--- src/rtl/pipe_pkg.sv ---
// Shared definitions for the pipeline front end: fetch FSM states, hazard
// stall bit positions and the default bubble instruction.
package pipe_pkg;

  typedef enum logic [1:0] {
    ST_IDLE    = 2'd0,
    ST_REQ     = 2'd1,
    ST_DISCARD = 2'd2
  } fetch_state_e;

  localparam int STALL_PC   = 0;
  localparam int STALL_IFID = 1;

  localparam logic [31:0] NOP_INSTR_DEFAULT = 32'h0000_0000;

endpackage

--- src/rtl/fetch_stage_if.sv ---
// Instruction-memory request/ready bus; the fetch stage is the master.
interface fetch_stage_if #(
  parameter int ADDR_W = 32,
  parameter int DATA_W = 32
);

  logic              imem_req;
  logic [ADDR_W-1:0] imem_addr;
  logic              imem_ready;
  logic [DATA_W-1:0] imem_rdata;

  modport master (
    output imem_req,
    output imem_addr,
    input  imem_ready,
    input  imem_rdata
  );

  modport slave (
    input  imem_req,
    input  imem_addr,
    output imem_ready,
    output imem_rdata
  );

endinterface

--- src/rtl/if_id_reg.sv ---
// Generic pipeline register with load / hold / bubble control; load wins
// over bubble, and neither asserted means hold.
module if_id_reg #(
  parameter int                DATA_W    = 32,
  parameter int                ADDR_W    = 32,
  parameter logic [DATA_W-1:0] NOP_INSTR = '0
) (
  input  logic              i_clk,
  input  logic              i_rst_n,
  input  logic              i_load,
  input  logic              i_bubble,
  input  logic [DATA_W-1:0] i_instr,
  input  logic [ADDR_W-1:0] i_pc4,
  output logic [DATA_W-1:0] o_instr,
  output logic [ADDR_W-1:0] o_pc4,
  output logic              o_vld
);

  logic [DATA_W-1:0] r_instr_p1;
  logic [ADDR_W-1:0] r_pc4_p1;
  logic              r_vld_p1;

  // IF -> ID boundary; a bubble keeps the stale PC4 since valid=0 masks it
  always_ff @(posedge i_clk or negedge i_rst_n) begin
    if (!i_rst_n) begin
      r_instr_p1 <= NOP_INSTR;
      r_pc4_p1   <= '0;
      r_vld_p1   <= 1'b0;
    end else if (i_load) begin
      r_instr_p1 <= i_instr;
      r_pc4_p1   <= i_pc4;
      r_vld_p1   <= 1'b1;
    end else if (i_bubble) begin
      r_instr_p1 <= NOP_INSTR;
      r_vld_p1   <= 1'b0;
    end
  end

  assign o_instr = r_instr_p1;
  assign o_pc4   = r_pc4_p1;
  assign o_vld   = r_vld_p1;

endmodule

--- src/rtl/fetch_stage.sv ---
// Instruction fetch: owns the PC, runs the imem request/ready handshake and
// feeds the IF_ID register, honouring hazard stalls and branch/jump flushes.
module fetch_stage
  import pipe_pkg::*;
#(
  parameter int                ADDR_W    = 32,
  parameter int                DATA_W    = 32,
  parameter logic [ADDR_W-1:0] RESET_PC  = '0,
  parameter logic [DATA_W-1:0] NOP_INSTR = DATA_W'(NOP_INSTR_DEFAULT)
) (
  input  logic              i_clk,
  input  logic              i_rst_n,
  input  logic [1:0]        i_stall,
  input  logic              i_flush,
  input  logic              i_jump,
  input  logic [ADDR_W-1:0] i_branch_target,
  input  logic [ADDR_W-1:0] i_jump_target,
  fetch_stage_if.master     imem,
  output logic [DATA_W-1:0] o_if_id_instr,
  output logic [ADDR_W-1:0] o_if_id_pc4,
  output logic              o_if_id_valid,
  output logic [31:0]       o_fetch_count
);

  fetch_state_e      r_state;
  fetch_state_e      w_state_nxt;
  logic [ADDR_W-1:0] r_pc;
  logic [ADDR_W-1:0] w_pc_nxt;
  logic [ADDR_W-1:0] r_pend;
  logic [ADDR_W-1:0] w_pend_nxt;
  logic [31:0]       r_cnt;
  logic              w_cnt_inc;
  logic              w_req;
  logic              w_load;
  logic              w_bubble;
  logic              w_stall_any;
  logic [ADDR_W-1:0] w_target;
  logic [ADDR_W-1:0] w_pc4;

  // Either stall bit freezes both PC and IF_ID so a dropped response is simply re-requested
  assign w_stall_any = i_stall[STALL_PC] | i_stall[STALL_IFID];
  assign w_target    = i_jump ? i_jump_target : i_branch_target;
  assign w_pc4       = r_pc + ADDR_W'(4);

  always_ff @(posedge i_clk or negedge i_rst_n) begin
    if (!i_rst_n) begin
      r_state <= ST_IDLE;
    end else begin
      r_state <= w_state_nxt;
    end
  end

  always_comb begin
    w_state_nxt = r_state;
    w_pc_nxt    = r_pc;
    w_pend_nxt  = r_pend;
    w_req       = 1'b0;
    w_load      = 1'b0;
    w_bubble    = 1'b1;
    w_cnt_inc   = 1'b0;
    unique case (r_state)
      ST_IDLE: begin
        w_state_nxt = ST_REQ;
      end
      ST_REQ: begin
        w_req = 1'b1;
        if (i_flush) begin
          if (imem.imem_ready) begin
            w_pc_nxt = w_target;
          end else begin
            // Outstanding request must keep its address; retire it in DISCARD
            w_pend_nxt  = w_target;
            w_state_nxt = ST_DISCARD;
          end
        end else if (w_stall_any) begin
          w_bubble = 1'b0;
        end else if (imem.imem_ready) begin
          w_load    = 1'b1;
          w_bubble  = 1'b0;
          w_pc_nxt  = w_pc4;
          w_cnt_inc = 1'b1;
        end
      end
      ST_DISCARD: begin
        w_req = 1'b1;
        if (i_flush) begin
          w_pend_nxt = w_target;
        end
        if (imem.imem_ready) begin
          w_pc_nxt    = i_flush ? w_target : r_pend;
          w_state_nxt = ST_REQ;
        end
      end
      default: begin
        w_state_nxt = ST_IDLE;
      end
    endcase
  end

  always_ff @(posedge i_clk or negedge i_rst_n) begin
    if (!i_rst_n) begin
      r_pc   <= RESET_PC;
      r_pend <= '0;
      r_cnt  <= '0;
    end else begin
      r_pc   <= w_pc_nxt;
      r_pend <= w_pend_nxt;
      if (w_cnt_inc) begin
        r_cnt <= r_cnt + 32'd1;
      end
    end
  end

  assign imem.imem_req  = w_req;
  assign imem.imem_addr = r_pc;
  assign o_fetch_count  = r_cnt;

  if_id_reg #(
    .DATA_W    (DATA_W),
    .ADDR_W    (ADDR_W),
    .NOP_INSTR (NOP_INSTR)
  ) u_if_id (
    .i_clk    (i_clk),
    .i_rst_n  (i_rst_n),
    .i_load   (w_load),
    .i_bubble (w_bubble),
    .i_instr  (imem.imem_rdata),
    .i_pc4    (w_pc4),
    .o_instr  (o_if_id_instr),
    .o_pc4    (o_if_id_pc4),
    .o_vld    (o_if_id_valid)
  );

endmodule
--- src/flat_wrapper.sv ---
// flat-port wrapper written by rule: the top's interface ports become plain ports
module fetch_stage_flat import pipe_pkg::*;
#(
  parameter int                ADDR_W    = 32,
  parameter int                DATA_W    = 32,
  parameter logic [ADDR_W-1:0] RESET_PC  = '0,
  parameter logic [DATA_W-1:0] NOP_INSTR = DATA_W'(NOP_INSTR_DEFAULT)
)
  (i_clk, i_rst_n, i_stall, i_flush, i_jump, i_branch_target, i_jump_target, o_if_id_instr, o_if_id_pc4, o_if_id_valid, o_fetch_count, imem_imem_req, imem_imem_addr, imem_imem_ready, imem_imem_rdata);
  fetch_stage_if #(.ADDR_W(ADDR_W), .DATA_W(DATA_W)) imem_i ();
  input  logic i_clk;
  input  logic i_rst_n;
  input  logic [1:0] i_stall;
  input  logic i_flush;
  input  logic i_jump;
  input  logic [ADDR_W-1:0] i_branch_target;
  input  logic [ADDR_W-1:0] i_jump_target;
  output logic [DATA_W-1:0] o_if_id_instr;
  output logic [ADDR_W-1:0] o_if_id_pc4;
  output logic o_if_id_valid;
  output logic [31:0] o_fetch_count;
  output wire logic [$bits(imem_i.imem_req)-1:0] imem_imem_req;
  output wire logic [$bits(imem_i.imem_addr)-1:0] imem_imem_addr;
  input wire logic [$bits(imem_i.imem_ready)-1:0] imem_imem_ready;
  input wire logic [$bits(imem_i.imem_rdata)-1:0] imem_imem_rdata;
  assign imem_imem_req = imem_i.imem_req;
  assign imem_imem_addr = imem_i.imem_addr;
  assign imem_i.imem_ready = imem_imem_ready;
  assign imem_i.imem_rdata = imem_imem_rdata;
  fetch_stage #(.ADDR_W(ADDR_W), .DATA_W(DATA_W), .RESET_PC(RESET_PC), .NOP_INSTR(NOP_INSTR)) u_core (.i_clk(i_clk), .i_rst_n(i_rst_n), .i_stall(i_stall), .i_flush(i_flush), .i_jump(i_jump), .i_branch_target(i_branch_target), .i_jump_target(i_jump_target), .imem(imem_i), .o_if_id_instr(o_if_id_instr), .o_if_id_pc4(o_if_id_pc4), .o_if_id_valid(o_if_id_valid), .o_fetch_count(o_fetch_count));
endmodule
--- config.mk ---
export PLATFORM = sky130hd
export DESIGN_NAME = fetch_stage_flat
export DESIGN_NICKNAME = d
export VERILOG_FILES = /design/src/rtl/pipe_pkg.sv /design/src/rtl/fetch_stage_if.sv /design/src/rtl/if_id_reg.sv /design/src/rtl/fetch_stage.sv /design/src/flat_wrapper.sv
export SDC_FILE = /design/constraint.sdc
export NUM_CORES = 1
export LEC_CHECK = 0
export CORE_ASPECT_RATIO = 0.7
export CORE_MARGIN = 8
export CORE_UTILIZATION = 44
export CTS_CLUSTER_SIZE = 8
export DETAILED_ROUTE_END_ITERATION = 10
export HOLD_SLACK_MARGIN = 0.15
export PLACE_DENSITY = 0.77
export REMOVE_ABC_BUFFERS = 1
export SETUP_SLACK_MARGIN = 0.02
export SYNTH_ARGS = -nofsm -noshare
export SYNTH_HDL_FRONTEND = slang
export SYNTH_HIERARCHICAL = 1
export SYNTH_SLANG_ARGS = --single-unit
--- constraint.sdc ---
create_clock -name i_clk -period 2 [get_ports i_clk]
set_input_delay 0.4 -clock i_clk [delete_from_list [all_inputs] [get_ports i_clk]]
set_output_delay 0.4 -clock i_clk [all_outputs]
set_load 0.05 [all_outputs]
; Word-level counts from Yosys, hierarchy flattened
; Cells that the tools add are included.
[totals]
regBits = 163
input_bits = 103
out_inout_bits = 130
elab_cells = 52
[classes]
n_addsub = 2
eq_ne = 7
n_mux = 28
bitwise = 1
reduce_logical = 7
[ops]
columns = op, n
row1 = two-way mux 32 bit, 11
row2 = one-hot mux 32 bit (2 select lines), 2
row3 = adder 32 x 1 -> 32 bit (second input constant), 1
row4 = adder 32 x 3 -> 32 bit (second input constant), 1
row5 = two-way mux 1 bit, 11
row6 = inequality test 2 bit (second input constant), 4
row7 = two-way mux 2 bit, 3
row8 = one-hot mux 2 bit (3 select lines), 1
row9 = AND reduction 3 bit, 2
row10 = AND reduction 4 bit, 1
row11 = nonzero test 2 bit, 2
row12 = inequality test 3 bit (second input constant), 1
row13 = equality test 2 x 1 -> 1 bit (second input constant), 1
row14 = equality test 2 bit (second input constant), 1
row15 = zero test 2 bit, 1
row16 = OR reduction 2 bit, 1
row17 = bitwise OR 1 bit, 1

; Depth between registers and ports, before layout
[depth]
word_depth = 6
ltp_mapped = 9
ltp_nobuf = 6

; Modules after synthesis
; The synthesis kept the hierarchy.
[by_module_without_submodules]
columns = module, n_inst, cells_each, area_per_inst_um2, seq_area_each_um2
row1 = fetch_stage, 1, 636, 5982.0, 2452.4
row2 = if_id_reg, 1, 142, 2411.1, 1626.6

; Worst setup path before layout
; Ideal clock, no wire load.
[synth_path]
path_type = reg-to-reg
start = register u_core.r_pc[12], in the netlist u_core/imem.imem_addr[12]
end = register u_core.u_if_id.r_pc4_p1[23], in the netlist u_core/u_if_id/o_pc4[23]
setup_time_ns = 0.125
t_arrival_ns = 2.313
t_required_ns = 1.875
path_slack_ns = -0.438
path_stages_with_launch = 6
n_path_buf = 0
synth_period_minus_slack_ns = 2.438
path_cell_list = dfrtp_1 -> nand4_4 -> or4_4 -> or3_4 -> xnor2_1 -> mux2_4
[synth_via]
elab_chain_len = 1
[synth_rtl]
columns = item, line
row1 = from (decl), fetch_stage.sv:27  ; logic [ADDR_W-1:0] r_pc;
row2 = from (signal assigned), fetch_stage.sv:106  ; r_pc <= w_pc_nxt;
row3 = adder 32 x 3 -> 32 bit, fetch_stage.sv:43  ; assign w_pc4 = r_pc + ADDR_W'(4);
row4 = named net u_core.w_pc4[23], fetch_stage.sv:38  ; logic [ADDR_W-1:0] w_pc4;
row5 = to (signal assigned), if_id_reg.sv:31  ; r_pc4_p1 <= i_pc4;
row6 = to (decl), if_id_reg.sv:20  ; logic [ADDR_W-1:0] r_pc4_p1;
; The timed path passes the listed nets, and every way through them passes these cells.
; A chain may end at the register's enable or synchronous reset.

; Worst setup path in the final report
[layout_path]
start = register u_core.r_pc[10], in the netlist u_core/imem.imem_addr[10]
end = register u_core.u_if_id.r_pc4_p1[23], in the netlist u_core/u_if_id/o_pc4[23]
; The elaborated chain is that of the path after synthesis.

==> impl_metrics.yaml <==
status:
  outcome: "finished, violations left"
  violations: "setup timing"
floorplanning:
  start_util: 0.446
  io_pins: 233
  die_h_um: 132
  die_x_um: 181
  core_area_mm2: 0.0188
  rows: 42
  dieArea_mm2: 0.0238
synth:
  synth_top_cell_area_share: 0.486
  ys_types: 60
  ys_seq_area_frac: 0.486
  synth-edff-count: 0
  async_reset_ff_frac: 1.00
  synth_top_flop_cell: "dfrtp_1"
  ys_seq_elements: 163
  yosys_warnings: 6
  synth.area.top_cells: "dfrtp_1 (49%), mux2i_1 (4.2%), xnor2_1 (4.2%), a22o_1 (4.0%), mux2_2 (3.6%)"
  synthCells: 778
  synth_most_common_cell: "dfrtp_1"
  netlist_area_mm2: 0.00839
  synth_top_area_cell: "dfrtp_1"
  syn_avg_cell_area_um2: 10.8
  yosys-top-cells-count: "dfrtp_1 (163), nor2_1 (58), nand2_1 (49)"
clocking:
  clk_pin_slew_ns: 0.07
  cts_root_buf: "clkbuf_16"
  cts_buffer_depth: 2
  cts.sinks: 163
  cts_tree: "built"
  cts_buffers: 17
  clkLatencyLatePin_ns: 0.43
  cts_max_level: 4
timing:
  final-hold-violation-count: 0
  fmax_mhz: 499
  min_period_ns: 2.00
  setup_violations: 1
  relSlewSlack: 0.645
  min_period_over_period: 1.00
  drv_slew: 0
  worstMarginPinSlew_ns: 0.534
  setup_tns_ns: -0.00354
  layout_setup_ws_ns: -0.00354
  fin_hold_ws_ns: 0.482
  rsz0062_at_grt: "yes"
  fin_skew_ns: 0.0112
place:
  hpwl_um: 19100
  dp_slack_ns: -0.254
  gp_congestion: 0.852
  numPortBuffers: 232
  placed_area_mm2: 0.0114
routing:
  viasPerCell: 5.56
  postRouteAntennaNets: 0
  drc: 0
  wl_per_cell_um: 20.1
  drtIter0Drc: 650
  routed_wl_um: 26800
  dr.pass1.iters: 5
  num_vias: 7408
run:
  drv_cap: 0
worst_setup_path:
  critical_path_class: "flop to flop"
  cp_data_required_time_ns: 2.32
  start_kind: "flop"
  slowest_stage: "or4_4"
  cp_max_fo: 4
  arrival_ns: 2.32
  timing.critical_path.buf_inv: 0
  cpLargestDelayFamily: "simple AND/OR/NAND/NOR gates"
  max_stage_delay_ns: 0.61
  critPathCaptureType: "flop"
  path_cells: "nand4_4, or4_4, or3_4, xnor2_1, mux2_4"
cells_and_area:
  area_delta_synth_final_pct: 45.9
  seqCellArea_mm2: 0.00409
  final_nets: 1185
  n_antenna_cell: 0
  stdcell_area_mm2: 0.0122
  nFillCells: 1487
  multiInputGateArea_mm2: 0.00409
  drive_gt1_frac: 0.265
pwr:
  cellPowerDensity_mw_per_mm2: 1410
  p_leak_nw: 5.63
  ir_drop_mv: 0.792
  power.total_w: 0.0172
global_routing:
  grt_overflow: 0
  grt_pass1_vias: 7438
  track_usage: 0.215
  grt_pass1_wl_um: 41600
  grt_max_degree: 50
  grt_antenna_before_repair: 0
worst_hold_path:
  hp-class: "flop to flop"
==> layout by cell type, fill, tap and decap left out, drive strengths merged, types with 7 or more instances in the layout <==
cell / count
inv: 17
mux2: 46
nand4: 24
nor4: 18
nor2: 58
a2bb2oi: 9
clkbuf: 20
clkinv: 7
xnor2: 40
xor2: 15
o21ai: 15
clkdlybuf4s50: 99
mux2i: 35
nand2: 49
nand3: 18
a21oi: 47
or2: 7
nand2b: 13
dfrtp: 163
buf: 167
nor3: 12
and3: 11
dlygate4sd2: 66
a22o: 38
a211oi: 13
==> through the flow <==
stage               instances  utilization
floorplan                 722            -
global placement         1282        0.608
detailed placement       1282        0.608
CTS                      1318        0.637
global route             1332        0.651
finish                   1332        0.651
==> repair_timing <==
item / in CTS / in global routing
hold buffers: 1 / 0
setup endpoints to repair: 78 / 91
setup buffers: 3 / 11
pin swaps: 0 / 8
resized for setup: 69 / 24
cloned: 0 / 3
hold endpoints to repair: 46 / 0
==> registers in the layout (all words and copies together), names as in the netlist <==
signal / flops
u_core/u_if_id/o_instr: 32
u_core/r_pend: 32
u_core/u_if_id/o_pc4: 32
u_core/o_fetch_count: 32
u_core/r_state: 2
u_core/u_if_id/o_vld: 1
u_core/imem.imem_addr: 32
==> final timing paths <==
kind | cells after the start | from | endpoint | slack (ns)
max reg2reg | 5 | u_core/imem.imem_addr[10]$_DFFE_PN0P_ | u_core/u_if_id/o_pc4[23]$_DFFE_PN0P_ | -0.004
min | 1 | u_core/o_fetch_count[31]$_DFFE_PN0P_ | u_core/o_fetch_count[31]$_DFFE_PN0P_ | 0.48
min in group asynchronous | 2 | i_rst_n | u_core/u_if_id/o_pc4[25]$_DFFE_PN0P_ | 0.51
max in group asynchronous | 3 | i_rst_n | u_core/imem.imem_addr[19]$_DFFE_PN0P_ | 0.85
min reg2reg | 1 | u_core/o_fetch_count[31]$_DFFE_PN0P_ | u_core/o_fetch_count[31]$_DFFE_PN0P_ | 0.48
max | 5 | u_core/imem.imem_addr[10]$_DFFE_PN0P_ | u_core/u_if_id/o_pc4[23]$_DFFE_PN0P_ | -0.004
==> routing by layer <==
metal	vias to the layer above	part of all wire	track usage
li1	3444	-	-
met1	3603	0.48	0.302
met2	333	0.43	0.318
met3	28	0.087	0.0730
met4	0	0.0085	0.0427
met5	-	0	0
==> power by group <==
| group | total [W] | internal [W] | switching (W) | leakage (nW) |
|---|---|---|---|---|
| Clock | 0.00335 | 0.00188 | 0.00148 | 0.291 |
| Sequential | 0.00512 | 0.00431 | 0.000811 | 2.05 |
| Combinational | 0.00875 | 0.00345 | 0.00530 | 3.29 |
==> logic make-up after synthesis <==
family	after synthesis	synth area share
and+or+nand+nor	237	0.155
AOI/OAI and AO/OA	169	0.144
DFF	163	0.486
muxes	81	0.111
buffers and inverters	68	0.0400
xor gates and xnor gates	55	0.0574
adders and majority gates	5	0.00745
==> area by class of cell <==
type | count | area share
Clock buffer | 17 | 0.0347
Timing Repair Buffer | 336 | 0.255
Tap cell | 242 | 0.0247
Sequential cell | 163 | 0.334
Inverter | 12 | 0.00368
Multi-Input combinational cell | 547 | 0.334
Clock inverter | 15 | 0.0140
No activity file was read; power rests on OpenSTA's default activity.
